File: config.mk
export PLATFORM = sky130hd
export DESIGN_NAME = sync_down_timer
export DESIGN_NICKNAME = d
export VERILOG_FILES = /design/src/rtl/sync_down_timer.sv
export SDC_FILE = /design/constraint.sdc
export NUM_CORES = 1
export LEC_CHECK = 0
export ABC_AREA = 1
export BUFFER_PORTS_ARGS = -buffer_cell sky130_fd_sc_hd__buf_2
export CAP_MARGIN = 15
export CELL_PAD_IN_SITES_DETAIL_PLACEMENT = 1
export CELL_PAD_IN_SITES_GLOBAL_PLACEMENT = 2
export CORE_MARGIN = 3
export CORE_UTILIZATION = 32
export DETAILED_ROUTE_END_ITERATION = 10
export GPL_TIMING_DRIVEN = 1
export PLACE_DENSITY_LB_ADDON = 0.25
export SYNTH_ARGS = -nofsm -noshare
export SYNTH_HDL_FRONTEND = slang
export SYNTH_SLANG_ARGS = --single-unit
File: constraint.sdc
create_clock -name clk -period 2.7 [get_ports clk]
set_clock_uncertainty 0.2 [all_clocks]
set_input_delay 0.135 -clock clk [delete_from_list [all_inputs] [get_ports clk]]
set_output_delay 0.135 -clock clk [all_outputs]
set_load 0.02 [all_outputs]
File: src/rtl/sync_down_timer.sv
`default_nettype none
// ============================================================================
// Module   : sync_down_timer
// Purpose  : Synchronous loadable down-counter / interval timer. Counts down
//            from a programmed value and raises a one-cycle terminal-count
//            pulse. Supports one-shot and auto-reload (periodic) operation.
// Revision : 1.0 - initial release
// ----------------------------------------------------------------------------
// Ports:
//   clk          system clock, all state updates on the rising edge
//   rst          asynchronous active-high reset
//   start        load load_val into count and reload register, enter RUN
//   stop         abort counting, return to IDLE, count holds
//   en           count enable; decrement/terminal actions only when high
//   auto_reload  1 = periodic, 0 = one-shot; sampled at each terminal event
//   load_val     start value, sampled on start
//   count        current count (registered)
//   tc_pulse     registered pulse: terminal event on the previous edge
//   zero         count == 0 (combinational)
//   busy         timer is in RUN (combinational)
// ============================================================================
module sync_down_timer #(
  parameter int WIDTH = 8
) (
  input  logic             clk,
  input  logic             rst,
  input  logic             start,
  input  logic             stop,
  input  logic             en,
  input  logic             auto_reload,
  input  logic [WIDTH-1:0] load_val,
  output logic [WIDTH-1:0] count,
  output logic             tc_pulse,
  output logic             zero,
  output logic             busy
);

  typedef enum logic [1:0] {
    ST_IDLE = 2'd0,
    ST_RUN  = 2'd1,
    ST_DONE = 2'd2
  } state_t;

  state_t           state_q,  state_d;
  logic [WIDTH-1:0] count_q,  count_d;
  logic [WIDTH-1:0] reload_q, reload_d;
  logic             tc_q,     tc_d;

  // --------------------------------------------------------------------------
  // State registers
  // --------------------------------------------------------------------------
  always_ff @(posedge clk or posedge rst) begin
    if (rst) begin
      state_q  <= ST_IDLE;
      count_q  <= '0;
      reload_q <= '0;
      tc_q     <= 1'b0;
    end else begin
      state_q  <= state_d;
      count_q  <= count_d;
      reload_q <= reload_d;
      tc_q     <= tc_d;
    end
  end

  // --------------------------------------------------------------------------
  // Next-state logic. Priority: stop, then start, then the count action.
  // --------------------------------------------------------------------------
  always_comb begin
    state_d  = state_q;
    count_d  = count_q;
    reload_d = reload_q;
    tc_d     = 1'b0;

    if (stop) begin
      // Abort: count is left where it was so software can read it back.
      state_d = ST_IDLE;
    end else if (start) begin
      // Load / restart; the load cycle itself never decrements.
      count_d  = load_val;
      reload_d = load_val;
      state_d  = ST_RUN;
    end else begin
      case (state_q)
        ST_RUN: begin
          if (en) begin
            if (count_q != '0) begin
              count_d = count_q - WIDTH'(1);
            end else begin
              // Terminal event: the zero count is consumed here instead of
              // decrementing, so the counter can never wrap to all-ones.
              tc_d = 1'b1;
              if (auto_reload) begin
                count_d = reload_q;
              end else begin
                state_d = ST_DONE;
              end
            end
          end
        end
        ST_IDLE, ST_DONE: begin
          // Both wait for start/stop; en has no effect here.
        end
        default: begin
          // Unreachable encoding: recover to a safe idle state.
          state_d = ST_IDLE;
        end
      endcase
    end
  end

  // --------------------------------------------------------------------------
  // Outputs
  // --------------------------------------------------------------------------
  assign count    = count_q;
  assign tc_pulse = tc_q;
  assign zero     = (count_q == '0);
  assign busy     = (state_q == ST_RUN);

endmodule
`default_nettype wire

==> metrics.yaml, run 1 <==
drt:
  drt_iter0_drc: 60
  viasPerCell: 4.635
  dr.pass1.iters: 4
  antenna_left: 0
  finalWirelength_um: 3235
  wl_per_cell_um: 12.69
  via_count: 1182
  drc_errors: 0
floorplan:
  fp.dieH_um: 68.87
  fp.dieArea_sq_mm: 0.004743
  num_rows: 22
  die_x_um: 68.87
  core_sq_mm: 0.003744
  pin_count: 25
  initial_core_util_pct: 33.79
worst_setup_path:
  worstSetupStartpoint: "count[0]"
  crit_type: "reg2out"
  r2r_start: "count[0]"
  crit_required_ns: 2.37
  start_kind: "register"
  critPathMaxFanout: 13
  worstPathArrival_ns: 1.70
  worstSetupEndpointType: "output pin"
clock_tree:
  cts_max_path_buffers: 2
  cts_buffers: 3
  cts-htree-levels: 1
  clk_pin_slew_ns: 0.07
  post_cts_resized: 0
  cts.sinks: 19
  ctsRootBufferMaster: "clkbuf_8"
  clkLatencyLatePin_ns: 0.25
  cts_tree: "yes"
  postCtsSetupBuffers: 0
yosys:
  syn_area_sq_mm: 0.001265
  syn_avg_cell_area_sq_um: 7.312
  synth_cell_type_count: 25
  synth.net_count: 189
  synth-seq-area-share_pct: 37.59
  yosys-top-cells-area: "dfrtp_1, nand2_1, inv_1"
  synth_top_area_cell: "dfrtp_1"
  ys_warn_count: 0
  syn_inst: 173
  synth_top_area_share_pct: 37.59
  synth-seq-cells: 19
timing:
  setup_tns_ns: 0
  grt_setup_unrepaired: "no"
  worstMarginPinSlew_ns: 0.7411
  hold_viol_final: 0
  fmax_mhz: 491.8
  min_period_ns: 2.033
  final-max-slew-violation-count: 0
  finalSetupViolCount: 0
  fin_crit_sh_pct: 75.31
  maxSlewHeadroom_pct: 50.54
global_routing:
  grt_max_degree: 20
  antenna_found_initial: 0
  grt_overflow: 0
  grt_pass1_wl_um: 5395
  grt_pass1_vias: 1168
  track_usage_pct: 15.26
layout:
  utilization_pct: 41.51
  syn2layout_area_growth_pct: 22.85
  finalNonFillerCells: 255
  drive_above_1_share_pct: 23.67
  fin_nets: 224
  diodes: 0
placement:
  finalWeightedCongestion: 0.7663
  dp.cells: 242
  io_buffer_count: 24
  post-dp-hpwl_um: 2549
power_and_ir_drop:
  leakage_uw: 0.0008355
  cellPowerDensity_mw_per_mm2: 577.1
  peakVddDrop_mv: 0.1699
run_status:
  status: "finished, final reports clean"
worst_hold_path:
  hold_start: "auto_reload"
  hold_path_class: "in2reg"
flow_run:
  drv_cap: 0
cells in the mapped netlist:
cell type  number
dfrtp_1        19
o21ai_1         2
a21oi_2         2
o21ai_0        11
o31ai_1         1
o22ai_1         1
o21ai_2         3
buf_6           2
xor2_1          1
nand3_1        12
nand2_1        50
nor2_4          3
inv_2           1
nand2_2         1
nand3_2         4
nand2_4         3
inv_1          29
nor3_2          1
nor2_1         15
inv_6           1
a21oi_1         5
clkbuf_1        1
ha_1            2
nor2_2          2
nor2_8          1
worst max-delay path: stages (launching register included):
cell	delay, ns
dfrtp_1	0.40
inv_1	0.17
ha_1	0.20
nand3_2	0.11
nor2_4	0.33
buf_2	0.24
per-layer routing:
| metal | share of wire, % | wire length [um] | GRT usage (%) |
|---|---|---|---|
| met5 | 0 | 0 | 0 |
| met4 | 0.53 | 17 | 3.650 |
| met3 | 3.2 | 105 | 1.945 |
| met2 | 47 | 1528 | 25.95 |
| met1 | 49 | 1584 | 20.48 |
through the flow:
stage | hold WS (ns) | setup WS, ns | total power [uW] | cell area [sq um]
floorplan | -0.1139 | 0.8882 | 602.2 | 1265
global placement | 0.1071 | 0.7863 | 695.2 | 1419
detailed placement | 0.1104 | 0.6980 | 700.6 | 1419
CTS | 0.01285 | 0.6412 | 914.5 | 1554
global route | 0.01885 | 0.5135 | 970.0 | 1554
finish | 0.01523 | 0.6667 | 896.9 | 1554
report_power, final:
part | switching, uW | total (uW) | internal, uW
registers | 48.1 | 375 | 327
logic | 207 | 325 | 117
clock network | 92.3 | 197 | 105
total | 348 | 897 | 549
cell families (layout without fill, tap and decap cells):
logic type                 after synthesis  in the layout  synth area share, %
and+or+nand+nor                         92             92                36.40
buffers and inverters                   34             68                11.67
DFF                                     19             19                37.59
AOI/OAI and AO/OA                       25             25                11.67
xor gates and xnor gates                 1              1               0.6925
adders and majority gates                2              2                1.978
layout by cell type, fill, tap and decap left out, drive strengths merged:
| master | count |
|---|---|
| buf | 24 |
| ha | 2 |
| nor2 | 21 |
| a21oi | 7 |
| xor2 | 1 |
| o21ai | 16 |
| nand3 | 16 |
| nand2 | 54 |
| inv | 31 |
| dfrtp | 19 |
| o31ai | 1 |
| clkbuf | 4 |
| o22ai | 1 |
| nor3 | 1 |
| dlygate4sd3 | 9 |
registers in the layout (all words and copies together), names as in the netlist:
signal	flops
count	8
reload_q	8
tc_pulse	1
state_q	2
final cells by class:
cell class / instances / area, sq um
clock buffers: 4 / 45.04
fillers: 505 / 2190
inverters: 31 / 121.4
multi-input cells: 120 / 641.9
flip-flops and latches: 19 / 475.5
well taps: 48 / 60.06
repair buffers: 33 / 210.2
repair_timing:
action,CTS,global route
endpoints found under the hold margin,27,0
hold buffers,9,0
endpoints found under the setup margin,0,0
worst paths after layout:
path                               endpoint  slack [ns]  cells after the start
min in group asynchronous        state_q[1]        0.36                      3
worst min register to register  reload_q[1]        0.30                      2
max in group asynchronous          count[3]        1.47                      3
worst max register to register     count[0]        0.70                      9
worst min-delay path             state_q[1]        0.02                      4
worst max-delay path                   zero        0.67                      5
(Power assumes the default switching activity.)
==> run 2: changes to the inputs <==
CORE_UTILIZATION = 27   (was 32)
clock period = 1.87 ns   (was 2.7 ns; I/O delays follow)
==> run 2 against run 1 <==
Compared with the run above:
- first-iteration DRC count fell by 15%
- cell area rose by 11%
- critical path depth rose by 1
- die area rose by 17%
- combinational power rose by 74%
- sequential cell count did not move
- sequential power rose by 43%
- non-clock buffer count rose by 12
- critical endpoint unchanged
- largest power group is now combinational logic
==> metrics.yaml, run 2 (same netlist as run 1, synthesis figures left out) <==
timing:
  setup_tns_ns: 0
  hold_viol_final: 0
  min_period_ns: 1.798
  fin_crit_sh_pct: 96.13
  worstMarginPinSlew_ns: 0.2779
  fmax_mhz: 556.3
  grt_setup_unrepaired: "no"
  finalSetupViolCount: 0
  whs_ns: 0.05072
  final-max-slew-violation-count: 0
  maxSlewHeadroom_pct: 81.47
global_routing:
  use_met2_pct: 23.02
  grt_max_degree: 20
  grt_pass1_wl_um: 6279
  grt_overflow: 0
  antenna_found_initial: 0
  grt_pass1_vias: 1303
  grt_util_met3_pct: 2.027
  grt-busiest-layer: "met2"
  track_usage_pct: 14.87
  grt_use_met1_pct: 21.55
layout:
  multi_input_area_sq_um: 671.9
  seqCellArea_sq_um: 475.5
  fin_nets: 236
  nFillCells: 572
  drive_above_1_share_pct: 29.22
  syn2layout_area_growth_pct: 35.91
  diodes: 0
  final_cell_mix: "nand2_1, inv_1, buf_2"
  utilization_pct: 38.68
  final_common_cell: "nand2_1"
floorplan:
  num_rows: 24
  die_x_um: 74.45
  fp.dieArea_sq_mm: 0.005542
  fp.dieH_um: 74.45
  core_sq_mm: 0.004444
  pin_count: 25
  initial_core_util_pct: 28.46
clock_tree:
  clk_pin_slew_ns: 0.08
  cts_tree: "yes"
  cts-htree-levels: 1
  cts.sinks: 19
  ctsRootBufferMaster: "clkbuf_8"
  clkLatencyLatePin_ns: 0.26
  cts_max_path_buffers: 2
  cts_buffers: 3
worst_hold_path:
  hold_path_class: "in2reg"
drt:
  viasPerCell: 4.550
  via_count: 1233
  wl_per_cell_um: 14.01
  dr.pass1.iters: 4
  finalWirelength_um: 3797
  antenna_left: 0
  drt_iter0_drc: 51
  drc_errors: 0
placement:
  post-dp-hpwl_um: 2780
  io_buffer_count: 24
  finalWeightedCongestion: 0.7232
flow_run:
  drv_cap: 0
worst_setup_path:
  crit_required_ns: 1.58
  start_kind: "register"
  critPathMaxFanout: 5
  worstSetupEndpointType: "output pin"
  worstPathArrival_ns: 1.50
  crit_type: "reg2out"
power_and_ir_drop:
  peakVddDrop_mv: 0.2649
  leakage_uw: 0.0009007
  cellPowerDensity_mw_per_mm2: 815.1
run_status:
  status: "finished, final reports clean"
-- run 2: cell count changes in the layout (fill, tap and decap cells not counted), sizes merged --
cell,before,now
dlygate4sd3,9,12
buf,24,32
clkbuf,4,5
-- run 2: repair_timing --
| item | CTS | global route |
|---|---|---|
| setup buffers | 0 | 3 |
| resized for setup | 0 | 9 |
| setup endpoints to repair | 1 | 2 |
| pin swaps | 1 | 2 |
| endpoints found under the hold margin | 34 | 0 |
| gates cloned | 0 | 1 |
| hold buffers | 12 | 0 |
-- run 2: critical path, cell delays in order, from the launching register on --
cell and delay (ns):
dfrtp_1 0.40, inv_2 0.09, ha_4 0.15, nand3_4 0.08, nor2_4 0.25, buf_12 0.15
buf_4 0.13
-- run 2: area by class of cell --
| class | count | area share [%] |
|---|---|---|
| inverter | 31 | 7.060 |
| clock buffer | 4 | 2.620 |
| tap | 52 | 3.785 |
| sequential | 19 | 27.66 |
| timing repair buffer | 45 | 19.80 |
| multi-input combinational | 120 | 39.08 |
-- run 2: final timing paths --
path,slack (ns),to,startpoint,cells after the start
worst max-delay path,0.07,zero,count[1],6
worst min-delay path,0.05,tc_pulse,stop,4
worst max register to register,0.13,count[5],count[1],9
worst min register to register,0.29,reload_q[2],reload_q[2],2
max in group asynchronous,1.04,reload_q[5],rst,4
min in group asynchronous,0.20,reload_q[6],rst,4
-- run 2: layer usage --
metal,wire [um],vias to the layer above
met2,1856,18
met4,14,0
met3,106,2
li1,-,628
met5,0,-
met1,1820,585
-- run 2: report_power, final --
part           internal [uW]  switching (uW)  total, uW
logic                    222             342        564
registers                472            65.1        537
clock network            152             149        300
total                    845             556       1400
-- run 2: through the flow --
step / setup WS (ns) / power, uW / instances / instance area, sq um
global route: 0.0004081 / 1515 / 271 / 1719
global placement: 0.1757 / 1032 / 251 / 1474
CTS: 0.01474 / 1383 / 267 / 1639
detailed placement: 0.1094 / 1049 / 251 / 1474
finish: 0.07240 / 1401 / 271 / 1719
floorplan: 0.05818 / 869.5 / 173 / 1265
